`src/rtl/seven_segment_pkg.sv`:
```
// Shared constants for the seven-segment capture block: segment patterns,
// select/segment polarity, FSM encoding and small helpers.
package seven_segment_pkg;

  // Both anodes and segments are active-low on the display bus.
  localparam logic SEG_ON   = 1'b0;
  localparam logic ANODE_ON = 1'b0;

  localparam logic [6:0] SEG_0     = 7'h40;
  localparam logic [6:0] SEG_1     = 7'h79;
  localparam logic [6:0] SEG_2     = 7'h24;
  localparam logic [6:0] SEG_3     = 7'h30;
  localparam logic [6:0] SEG_4     = 7'h19;
  localparam logic [6:0] SEG_5     = 7'h12;
  localparam logic [6:0] SEG_6     = 7'h02;
  localparam logic [6:0] SEG_7     = 7'h78;
  localparam logic [6:0] SEG_8     = 7'h00;
  localparam logic [6:0] SEG_9     = 7'h10;
  localparam logic [6:0] SEG_A     = 7'h08;
  localparam logic [6:0] SEG_B     = 7'h03;
  localparam logic [6:0] SEG_C     = 7'h46;
  localparam logic [6:0] SEG_D     = 7'h21;
  localparam logic [6:0] SEG_E     = 7'h06;
  localparam logic [6:0] SEG_F     = 7'h0E;
  localparam logic [6:0] SEG_BLANK = 7'h7F;

  localparam logic [1:0] ST_WAIT_SELECT = 2'd0;
  localparam logic [1:0] ST_SETTLING    = 2'd1;
  localparam logic [1:0] ST_HELD        = 2'd2;

  typedef struct packed {
    logic [3:0] nibble;
    logic       blank;
    logic       error;
  } seg_decode_t;

  function automatic seg_decode_t seg_digit(input logic [3:0] n);
    return '{nibble: n, blank: 1'b0, error: 1'b0};
  endfunction

  function automatic logic is_valid_select(input logic [3:0] en);
    return $countones(~en) == 1;
  endfunction

  function automatic logic [1:0] select_index(input logic [3:0] en);
    logic [1:0] idx;
    idx = 2'd0;
    for (int i = 0; i < 4; i++) begin
      if (en[i] == ANODE_ON) idx = 2'(i);
    end
    return idx;
  endfunction

endpackage

```
`src/rtl/seven_segment_decode.sv`:
```
// Combinational segment-pattern to digit decoder. Hex letters A-F are
// recognised only when SEVEN_SEGMENT_CAPTURE_HEX_EN is defined.
module seven_segment_decode
  import seven_segment_pkg::*;
(
  input  logic [6:0]  pattern,
  output seg_decode_t result
);

  always_comb begin
    result = '{nibble: 4'hF, blank: 1'b0, error: 1'b1};
    case (pattern)
      SEG_0:     result = seg_digit(4'h0);
      SEG_1:     result = seg_digit(4'h1);
      SEG_2:     result = seg_digit(4'h2);
      SEG_3:     result = seg_digit(4'h3);
      SEG_4:     result = seg_digit(4'h4);
      SEG_5:     result = seg_digit(4'h5);
      SEG_6:     result = seg_digit(4'h6);
      SEG_7:     result = seg_digit(4'h7);
      SEG_8:     result = seg_digit(4'h8);
      SEG_9:     result = seg_digit(4'h9);
`ifdef SEVEN_SEGMENT_CAPTURE_HEX_EN
      SEG_A:     result = seg_digit(4'hA);
      SEG_B:     result = seg_digit(4'hB);
      SEG_C:     result = seg_digit(4'hC);
      SEG_D:     result = seg_digit(4'hD);
      SEG_E:     result = seg_digit(4'hE);
      SEG_F:     result = seg_digit(4'hF);
`endif
      SEG_BLANK: result = '{nibble: 4'h0, blank: 1'b1, error: 1'b0};
      default:   result = '{nibble: 4'hF, blank: 1'b0, error: 1'b1};
    endcase
  end

endmodule

```
`src/rtl/seven_segment_capture.sv`:
```
// Captures a multiplexed seven-segment bus back into a four-digit frame.
// Optional hex decode via SEVEN_SEGMENT_CAPTURE_HEX_EN (see decoder).
module seven_segment_capture
  import seven_segment_pkg::*;
#(
  parameter int SETTLE_CYCLES = 4
)
(
  input  logic        cmosClock,
  input  logic        reset,
  input  logic [3:0]  sevenSegmentEnable,
  input  logic [7:0]  sevenSegmentData,
  output logic [15:0] digits,
  output logic [3:0]  digitBlank,
  output logic [3:0]  decimalPoints,
  output logic        frameValid,
  output logic        frameError
);

  localparam logic [7:0] SETTLE_N = 8'(SETTLE_CYCLES);

  logic [3:0]  en_reg, en_prev_reg;
  logic [7:0]  data_reg, data_prev_reg;
  logic [1:0]  state_reg, state_next;
  logic [7:0]  stable_count_reg, stable_count_next;
  logic [7:0]  samples;
  logic        track;
  logic        write_en;
  logic        valid_sel, same_pair;
  logic [1:0]  sel_idx;
  seg_decode_t dec;
  logic [3:0]  seen_reg, write_mask, seen_set;
  logic        publish;
  logic [15:0] merged_nib;
  logic [3:0]  merged_blank, merged_dp, merged_err;

  assign valid_sel = is_valid_select(en_reg);
  assign same_pair = (en_reg == en_prev_reg) && (data_reg == data_prev_reg);
  assign sel_idx   = select_index(en_reg);

  seven_segment_decode u_decode (
    .pattern (data_reg[6:0]),
    .result  (dec)
  );

  always_ff @(posedge cmosClock) begin
    if (reset) begin
      en_reg        <= 4'hF;
      en_prev_reg   <= 4'hF;
      data_reg      <= 8'hFF;
      data_prev_reg <= 8'hFF;
    end else begin
      en_reg        <= sevenSegmentEnable;
      data_reg      <= sevenSegmentData;
      en_prev_reg   <= en_reg;
      data_prev_reg <= data_reg;
    end
  end

  // samples = length of the identical-pair run including the current sample;
  // the write fires the moment that run reaches SETTLE_CYCLES.
  always_comb begin
    state_next        = state_reg;
    stable_count_next = stable_count_reg;
    write_en          = 1'b0;
    samples           = 8'd0;
    track             = 1'b0;
    case (state_reg)
      ST_WAIT_SELECT: begin
        if (valid_sel) begin
          track   = 1'b1;
          samples = 8'd1;
        end
      end
      ST_SETTLING: begin
        if (!valid_sel) begin
          state_next        = ST_WAIT_SELECT;
          stable_count_next = 8'd0;
        end else begin
          track   = 1'b1;
          samples = !same_pair ? 8'd1 :
                    (stable_count_reg == 8'hFF) ? 8'hFF : stable_count_reg + 8'd1;
        end
      end
      ST_HELD: begin
        if (!same_pair) begin
          if (!valid_sel) begin
            state_next        = ST_WAIT_SELECT;
            stable_count_next = 8'd0;
          end else begin
            track   = 1'b1;
            samples = 8'd1;
          end
        end
      end
      default: begin
        state_next        = ST_WAIT_SELECT;
        stable_count_next = 8'd0;
      end
    endcase
    if (track) begin
      stable_count_next = samples;
      if (samples == SETTLE_N) begin
        write_en   = 1'b1;
        state_next = ST_HELD;
      end else begin
        state_next = ST_SETTLING;
      end
    end
  end

  always_ff @(posedge cmosClock) begin
    if (reset) begin
      state_reg        <= ST_WAIT_SELECT;
      stable_count_reg <= 8'd0;
    end else begin
      state_reg        <= state_next;
      stable_count_reg <= stable_count_next;
    end
  end

  // Merged views include the slot being written this edge, so the frame
  // published on the completing write already carries the newest digit.
  for (genvar gi = 0; gi < 4; gi++) begin : g_slot
    logic [3:0] nib_reg;
    logic       blank_reg, dp_reg, err_reg;

    assign write_mask[gi]         = write_en && (sel_idx == 2'(gi));
    assign merged_nib[4*gi +: 4]  = write_mask[gi] ? dec.nibble : nib_reg;
    assign merged_blank[gi]       = write_mask[gi] ? dec.blank  : blank_reg;
    assign merged_dp[gi]          = write_mask[gi] ? (data_reg[7] == SEG_ON) : dp_reg;
    assign merged_err[gi]         = write_mask[gi] ? dec.error  : err_reg;

    always_ff @(posedge cmosClock) begin
      if (reset) begin
        nib_reg   <= 4'h0;
        blank_reg <= 1'b0;
        dp_reg    <= 1'b0;
        err_reg   <= 1'b0;
      end else begin
        if (write_mask[gi]) begin
          nib_reg   <= dec.nibble;
          blank_reg <= dec.blank;
          dp_reg    <= data_reg[7] == SEG_ON;
        end
        err_reg <= publish ? 1'b0 : merged_err[gi];
      end
    end
  end

  assign seen_set = seen_reg | write_mask;
  assign publish  = write_en && (seen_set == 4'hF);

  always_ff @(posedge cmosClock) begin
    if (reset) begin
      digits        <= 16'h0000;
      digitBlank    <= 4'hF;
      decimalPoints <= 4'h0;
      frameValid    <= 1'b0;
      frameError    <= 1'b0;
      seen_reg      <= 4'h0;
    end else begin
      frameValid <= publish;
      if (publish) begin
        digits        <= merged_nib;
        digitBlank    <= merged_blank;
        decimalPoints <= merged_dp;
        frameError    <= |merged_err;
        seen_reg      <= 4'h0;
      end else begin
        seen_reg      <= seen_set;
      end
    end
  end

endmodule

```
`config.mk`:
```
export PLATFORM = sky130hd
export DESIGN_NAME = seven_segment_capture
export DESIGN_NICKNAME = d
export VERILOG_FILES = /design/src/rtl/seven_segment_pkg.sv /design/src/rtl/seven_segment_decode.sv /design/src/rtl/seven_segment_capture.sv
export SDC_FILE = /design/constraint.sdc
export NUM_CORES = 1
export LEC_CHECK = 0
export BUFFER_PORTS_ARGS = -buffer_cell sky130_fd_sc_hd__buf_4
export CORE_AREA = 2 2 104 81
export CTS_CLUSTER_DIAMETER = 120
export DETAILED_ROUTE_END_ITERATION = 7
export DIE_AREA = 0 0 106 83
export PLACE_DENSITY = 0.74
export RECOVER_POWER = 100
export SETUP_SLACK_MARGIN = 0.15
export SYNTH_ARGS = -nofsm -noshare
export SYNTH_HDL_FRONTEND = slang
export SYNTH_SLANG_ARGS = --single-unit
```
`constraint.sdc`:
```
create_clock -name cmosClock -period 3.51 [get_ports cmosClock]
set_input_delay 0 -clock cmosClock [delete_from_list [all_inputs] [get_ports cmosClock]]
set_output_delay 0 -clock cmosClock [all_outputs]
set_load 0.005 [all_outputs]
```
# Word level (Yosys, flattened, before mapping)
# Cells that the tools add are included.
# word_totals
wordCells	111
n_memories	0
register_bits	92
mem_bits_ro	0
out_inout_bits	26
in_bits	14
ram_bits	0
latchBits	0
# classes
n_lt_le_gt_ge	0
n_bitwise	3
reduce_logical	13
add_sub_neg	4
eq_ne	23
shift	0
n_div	0
n_mul	0
mux	40
# ops
op	n
one-hot mux 6 bit (11 select lines)	1
2-to-1 mux 8 bit	6
one-hot mux 8 bit (3 select lines)	2
equality test 7 bit, second input constant	4
equality test 7 x 5 -> 1 bit, second input constant	3
2-to-1 mux 1 bit	19
2-to-1 mux 4 bit	4
equality test 7 x 6 -> 1 bit, second input constant	2
2-to-1 mux 2 bit	6
adder 8 x 1 -> 8 bit, second input constant	1
equality test 8 x 3 -> 1 bit, second input constant	1
equality test 8 bit	1
equality test 8 bit, second input constant	1
equality test 7 x 2 -> 1 bit, second input constant	1
logical NOT 7 bit	1
equality test 2 bit, second input constant	3
logical AND 1 bit	6
one-hot mux 2 bit (3 select lines)	1
adder 1 x 1 -> 2 bit	2
equality test 2 x 1 -> 1 bit, second input constant	2
equality test 4 bit	1
equality test 4 bit, second input constant	1
logical NOT 2 bit	2
inverter 4 bit	1
10 further kinds	11

# Longest topological paths before layout
# depth
ltp_word	15
ltp_mapped	12
ltp_nobuf	12

# By module
# Synthesis repeated with hierarchy kept, for this count alone.
# hier_totals
cells_unflattened	466
hier_area_um2	4151.5
# modules_own_cells
mod	area_each_um2	seq_area_each_um2	cells_per_inst	n_inst
seven_segment_capture	3910.0	1841.8	428	1
seven_segment_decode	241.5	0.0	38	1

# Worst setup path after synthesis
# Ideal clock, no wire load.
# synth_path
path_type	register to register
startpoint	register en_reg[1]
endpoint	register digits[0]
setup_slack_ns	0.239
setup_ns	0.121
required_ns	3.389
period_less_slack_ns	3.271
arrival_time_ns	3.150
stages_incl_launch_ff	13
path_buffers	1
path_cell_list	dfxtp_1 > fa_1 > inv_1 > ha_1 > ha_1 > nor3b_1 > nand2b_1 > or3_1 > nor3_4 > and4b_1 > buf_6 > mux2i_1 > o21ai_1
# synth_between
elab_chain_len	14
elab_cells_between_ends	32
cone_classes	add/sub (2); eq/ne (7); mux (14); bitwise (2); reduce/logical (7)
# synth_rtl
item	line_no	text
from (decl)	seven_segment_capture.sv:22	logic [3:0] en_reg, en_prev_reg;
from (signal assigned)	seven_segment_capture.sv:53	en_reg <= sevenSegmentEnable;
inverter 4 bit	seven_segment_pkg.sv:42	return $countones(~en) == 1;
adder 1 x 1 -> 2 bit (not written as such)	seven_segment_pkg.sv:42	
adder 2 x 2 -> 3 bit (not written as such)	seven_segment_pkg.sv:42	
equality test 3 x 1 -> 1 bit	seven_segment_pkg.sv:42	
2-to-1 mux 1 bit	seven_segment_capture.sv:70, seven_segment_capture.sv:76, seven_segment_capture.sv:87	
2-to-1 mux 1 bit	seven_segment_capture.sv:86	if (!same_pair) begin
one-hot mux 8 bit (3 select lines)	seven_segment_capture.sv:68	case (state_reg)
equality test 8 x 3 -> 1 bit	seven_segment_capture.sv:103	if (samples == SETTLE_N) begin
2-to-1 mux 1 bit	seven_segment_capture.sv:103	
2-to-1 mux 1 bit	seven_segment_capture.sv:101	if (track) begin
logical AND 1 bit	seven_segment_capture.sv:128	assign write_mask[gi] = write_en && (sel_idx == 2'(gi));
OR 4 bit	seven_segment_capture.sv:151	assign seen_set = seen_reg | write_mask;
equality test 4 bit	seven_segment_capture.sv:152	assign publish = write_en && (seen_set == 4'hF);
logical AND 1 bit	seven_segment_capture.sv:152	
to (signal assigned)	seven_segment_capture.sv:165	digits <= merged_nib;
to (decl)	seven_segment_capture.sv:13	output logic [15:0] digits,
# Several ways; a longest one is shown, not always the timed one.
# A chain may end at the register's enable or synchronous reset.

# Worst setup path in the final report
# layout_path
startpoint	register en_reg[0]
endpoint	register frameError
# layout_between
elab_chain_len	14
elab_cells_between_ends	29
cone_classes	add/sub (2); eq/ne (4); mux (14); bitwise (2); reduce/logical (7)
# layout_rtl
item	line_no	text
inverter 4 bit	seven_segment_pkg.sv:42	
adder 1 x 1 -> 2 bit (not written as such)	seven_segment_pkg.sv:42	
adder 2 x 2 -> 3 bit (not written as such)	seven_segment_pkg.sv:42	
equality test 3 x 1 -> 1 bit	seven_segment_pkg.sv:42	
2-to-1 mux 1 bit	seven_segment_capture.sv:70, seven_segment_capture.sv:76, seven_segment_capture.sv:87	
2-to-1 mux 1 bit	seven_segment_capture.sv:86	
one-hot mux 8 bit (3 select lines)	seven_segment_capture.sv:68	
equality test 8 x 3 -> 1 bit	seven_segment_capture.sv:103	
2-to-1 mux 1 bit	seven_segment_capture.sv:103	
2-to-1 mux 1 bit *	seven_segment_capture.sv:101	
logical AND 1 bit	seven_segment_capture.sv:128	
OR 4 bit	seven_segment_capture.sv:151	
equality test 4 bit	seven_segment_capture.sv:152	
logical AND 1 bit	seven_segment_capture.sv:152	
to (signal assigned)	seven_segment_capture.sv:168	frameError <= |merged_err;
to (decl)	seven_segment_capture.sv:17	output logic frameError
# Mark *: on every way between the ends. The rest lies on a longest branch, timed or not.

==> results_tabular.tex <==
\begin{tabular}{lr}
\hline
Metric & Value \\
\hline
\multicolumn{2}{l}{\textbf{Status}} \\
\quad Outcome & finished clean \\
\multicolumn{2}{l}{\textbf{Synth}} \\
\quad Portion of synthesized cell area occupied by the leading cell type & 45.7\% \\
\quad Mean post-synth cell area & just over 9 µm² \\
\quad Most frequent cell after synthesis & dfxtp\_1 \\
\quad Dominant synthesized flop cell & dfxtp\_1 \\
\quad Most area-hungry cell type in the Yosys netlist & dfxtp\_1 \\
\quad Most numerous cell types in the synthesized netlist & 92 x dfxtp\_1, 40 x nand2\_1, 34 x nor2\_1 \\
\quad Yosys warning count & 0 \\
\quad Post-synthesis sequential area ratio & 45.7\% \\
\quad Number of flip-flops and latches in the synthesized netlist & just over 90 \\
\quad Ranking of synthesized cells by area & dfxtp\_1 46\%, mux2i\_1 6.7\%, or2\_2 3.9\% \\
\quad Post-synth cell types & 60 \\
\quad Synth Cell Area & 4030 µm² \\
\quad Share of flip-flops with an asynchronous set or reset & 0\% \\
\quad Synthesized Nets & 455 \\
\quad Post-synth EDFFs & 0 \\
\quad Number of instances in the synthesized netlist & around 430 \\
\multicolumn{2}{l}{\textbf{Place}} \\
\quad Gpl congestion & 0.860 \\
\quad Placed cell areas & $\sim$4400 µm² \\
\quad Placed wire-length estimate after detailed placement & just under 6000 µm \\
\quad Place WS & around 0.088 ns \\
\quad Input/output buffers & 39 \\
\multicolumn{2}{l}{\textbf{Die}} \\
\quad Floorplan core area & 7740 µm² \\
\quad Effective utilization at floorplan & 52.1\% \\
\quad Area of the die & slightly below 9000 µm² \\
\quad Num ports & 40 \\
\quad Chip width & around 110 µm \\
\quad Row Count & 28 \\
\quad Height of the die & slightly above 80 µm \\
\multicolumn{2}{l}{\textbf{STA}} \\
\quad Setup TNS after final layout & 0 ns \\
\quad RSZ-0062 raised after global routing & no \\
\quad Actual transition at the worst max-transition pin & 1.12 ns \\
\quad Slew headroom & 24.7\% \\
\quad Count of final hold-check violations & 0 \\
\quad Clock tree skew after final layout & 0.0123 ns \\
\quad Final setup viols & 0 \\
\quad Final Max Slew Viols & 0 \\
\quad Hold Slack & around 0.13 ns \\
\quad Clock period minus final worst setup slack & roughly 3.3 ns \\
\quad Worst setup slack after layout & about 0.22 ns \\
\quad Final period utilization & a little over nine tenths \\
\quad Highest clock rate & approximately 0.30 GHz \\
\multicolumn{2}{l}{\textbf{Finish}} \\
\quad Number of inserted diodes & 0 \\
\quad Share of cells above drive strength 1 & 22.0\% \\
\quad Fin area & about 4800 µm² \\
\quad Util after Layout & 61.8\% \\
\quad Total Nets Final & 510 \\
\quad Layout-stage area growth over the synthesis result & 18.6\% \\
\multicolumn{2}{l}{\textbf{Global route}} \\
\quad Overflow after GRT & 0 \\
\quad Maximum number of pins on one net before global-route repair & between 60 and 70 \\
\quad Antenna violations before repair & 0 \\
\quad Number of global-route vias before repair & $\sim$3,000 \\
\quad GRT Util Overall & 20.7\% \\
\quad First-pass GRT wire length & about 15,000 µm \\
\multicolumn{2}{l}{\textbf{Worst setup path}} \\
\quad Required time of the critical path & between 3 and 4 ns \\
\quad Kind of critical path & reg -> reg \\
\quad Startpoint of the most critical setup path & en\_reg[0] \\
\quad Setup slack of the most critical reg-to-reg path & roughly 0.22 ns \\
\quad Crit path capture & frameError \\
\quad FF-to-FF path depth & 13 \\
\quad Arrival time of data at the critical path endpoint & around 3.6 ns \\
\quad Crit start category & flop \\
\quad Highest fanout seen on the critical path & 3 \\
\quad Critical path endpoint category & flop \\
\quad Critical R2R Launch & en\_reg[0] \\
\quad R2r endpoint & frameError \\
\multicolumn{2}{l}{\textbf{Clocking}} \\
\quad Clock latency reported for the late side of the worst-skew pair & around 0.36 ns \\
\quad TritonCTS buffer count & 9 \\
\quad H-tree lvl count & 3 \\
\quad Clock-pin slew of the registers on the worst-case setup and hold paths & about 0.1 ns \\
\quad Clock Root Buffer & clkbuf\_8 \\
\quad TritonCTS clock tree & yes \\
\quad Maximum clock path buffer count & 2 \\
\quad Number of clock sinks & between 90 and 100 \\
\multicolumn{2}{l}{\textbf{Pwr}} \\
\quad Maximum ir drop on the vdd rail & about 0.00023 V \\
\quad Power density over the cells & slightly above 400 nW/µm² \\
\quad Leakage power & around 1.9 nW \\
\multicolumn{2}{l}{\textbf{Drt}} \\
\quad Starting DRC count in detailed routing & 353 \\
\quad Avg Vias per Cell & between 5 and 6 \\
\quad Total number of vias & about 3,200 \\
\quad Remaining routing DRC violations & 0 \\
\quad DRT antenna net count & 0 \\
\quad Routed WL per cell & around 15 µm \\
\quad Iteration count of the initial detailed-routing pass & 5 \\
\quad DRT Wirelength & approximately 9000 µm \\
\multicolumn{2}{l}{\textbf{Flow run}} \\
\quad Number of maximum-capacitance constraint violations & 0 \\
\multicolumn{2}{l}{\textbf{Hold path}} \\
\quad Worst min path class & in -> reg \\
\hline
\end{tabular}
==> through the flow <==
stage / power [mW] / std cells
3_5_place_dp: 1.31 / 567
2_1_floorplan: 1.25 / 432
3_3_place_gp: 1.31 / 567
6_report: 1.95 / 596
4_1_cts: 1.97 / 595
5_1_grt: 2.04 / 596
==> power by group <==
group / total [mW] / leakage (nW) / internal (mW) / switching, mW
Clock: 0.648 / 0.0922 / 0.264 / 0.384
Combinational: 0.222 / 1.03 / 0.102 / 0.120
Sequential: 1.08 / 0.747 / 1.06 / 0.0230
==> layer usage <==
layer	vias up	global-route usage [%]	wire [µm]
met5	-	0	0
met4	0	4.67	93
met3	11	4.55	394
met2	93	31.0	3830
met1	1481	30.6	4650
li1	1622	-	-
==> worst max-delay path, cell delays in order, from the launching register on <==
cell	delay, ns
dfxtp_1	0.34
fa_1	0.53
inv_1	0.04
ha_2	0.17
ha_4	0.23
clkbuf_1	0.12
nor4b_4	0.28
nand2_1	0.13
or4_4	0.46
nor3_1	0.15
and3_1	0.24
clkbuf_1	0.22
o311a_1	0.20
nand3b_1	0.11
==> worst min path at each step <==
stage | cells past startpoint | start | to
2_1_floorplan | 1 | sevenSegmentData[0] | data_reg[0]
4_1_cts | 2 | reset | g_slot[1].blank_reg
3_3_place_gp | 2 | sevenSegmentData[3] | data_reg[3]
3_5_place_dp | 2 | sevenSegmentEnable[3] | en_reg[3]
6_report | 2 | reset | stable_count_reg[1]
5_1_grt | 2 | reset | stable_count_reg[1]
==> cells by family (layout without fill, tap and decap cells) <==
| family | Yosys count | in the layout | synth area share [%] |
|---|---|---|---|
| flops | 92 | 92 | 45.7 |
| xor+xnor | 12 | 12 | 2.98 |
| simple gates | 167 | 167 | 22.3 |
| buf+inv | 42 | 101 | 5.40 |
| mux | 29 | 29 | 7.26 |
| compound gates | 81 | 81 | 13.4 |
| fa+ha+maj | 9 | 9 | 2.98 |
==> repair_timing <==
action,CTS,global route
resized for setup,5,19
hold buffers,12,0
buffers inserted,1,1
endpoints found under the hold margin,12,0
pin swaps,1,4
endpoints found under the setup margin,50,57
==> final cells by class <==
cell class              count  area [µm²]
repair buffers             71         562
inverters                  15        56.3
fillers                   659        2960
clock inverters             6        47.5
multi-input cells         298        2020
flip-flops and latches     92        1840
clock buffers               9         124
well taps                 105         131
==> cells in the final DEF (no fill, tap or decap), drive strengths merged, types with 3 or more instances in the layout <==
master and instances:
nand2b 3, nand4 6, ha 8, or3 5
o21ai 25, xnor2 12, and3 5, a211oi 3
a41oi 4, and4 5, and2 3, a21o 4
nor4 3, inv 19, or2 25, nor2 34
o21a 5, a21oi 17, nand3 7, nand2 40
nor2b 7, clkbuf 55, mux2i 27, a31oi 6
dfxtp 92, buf 13, dlygate4sd3 12, nor3 12
Power figures use the tool's default switching activity.
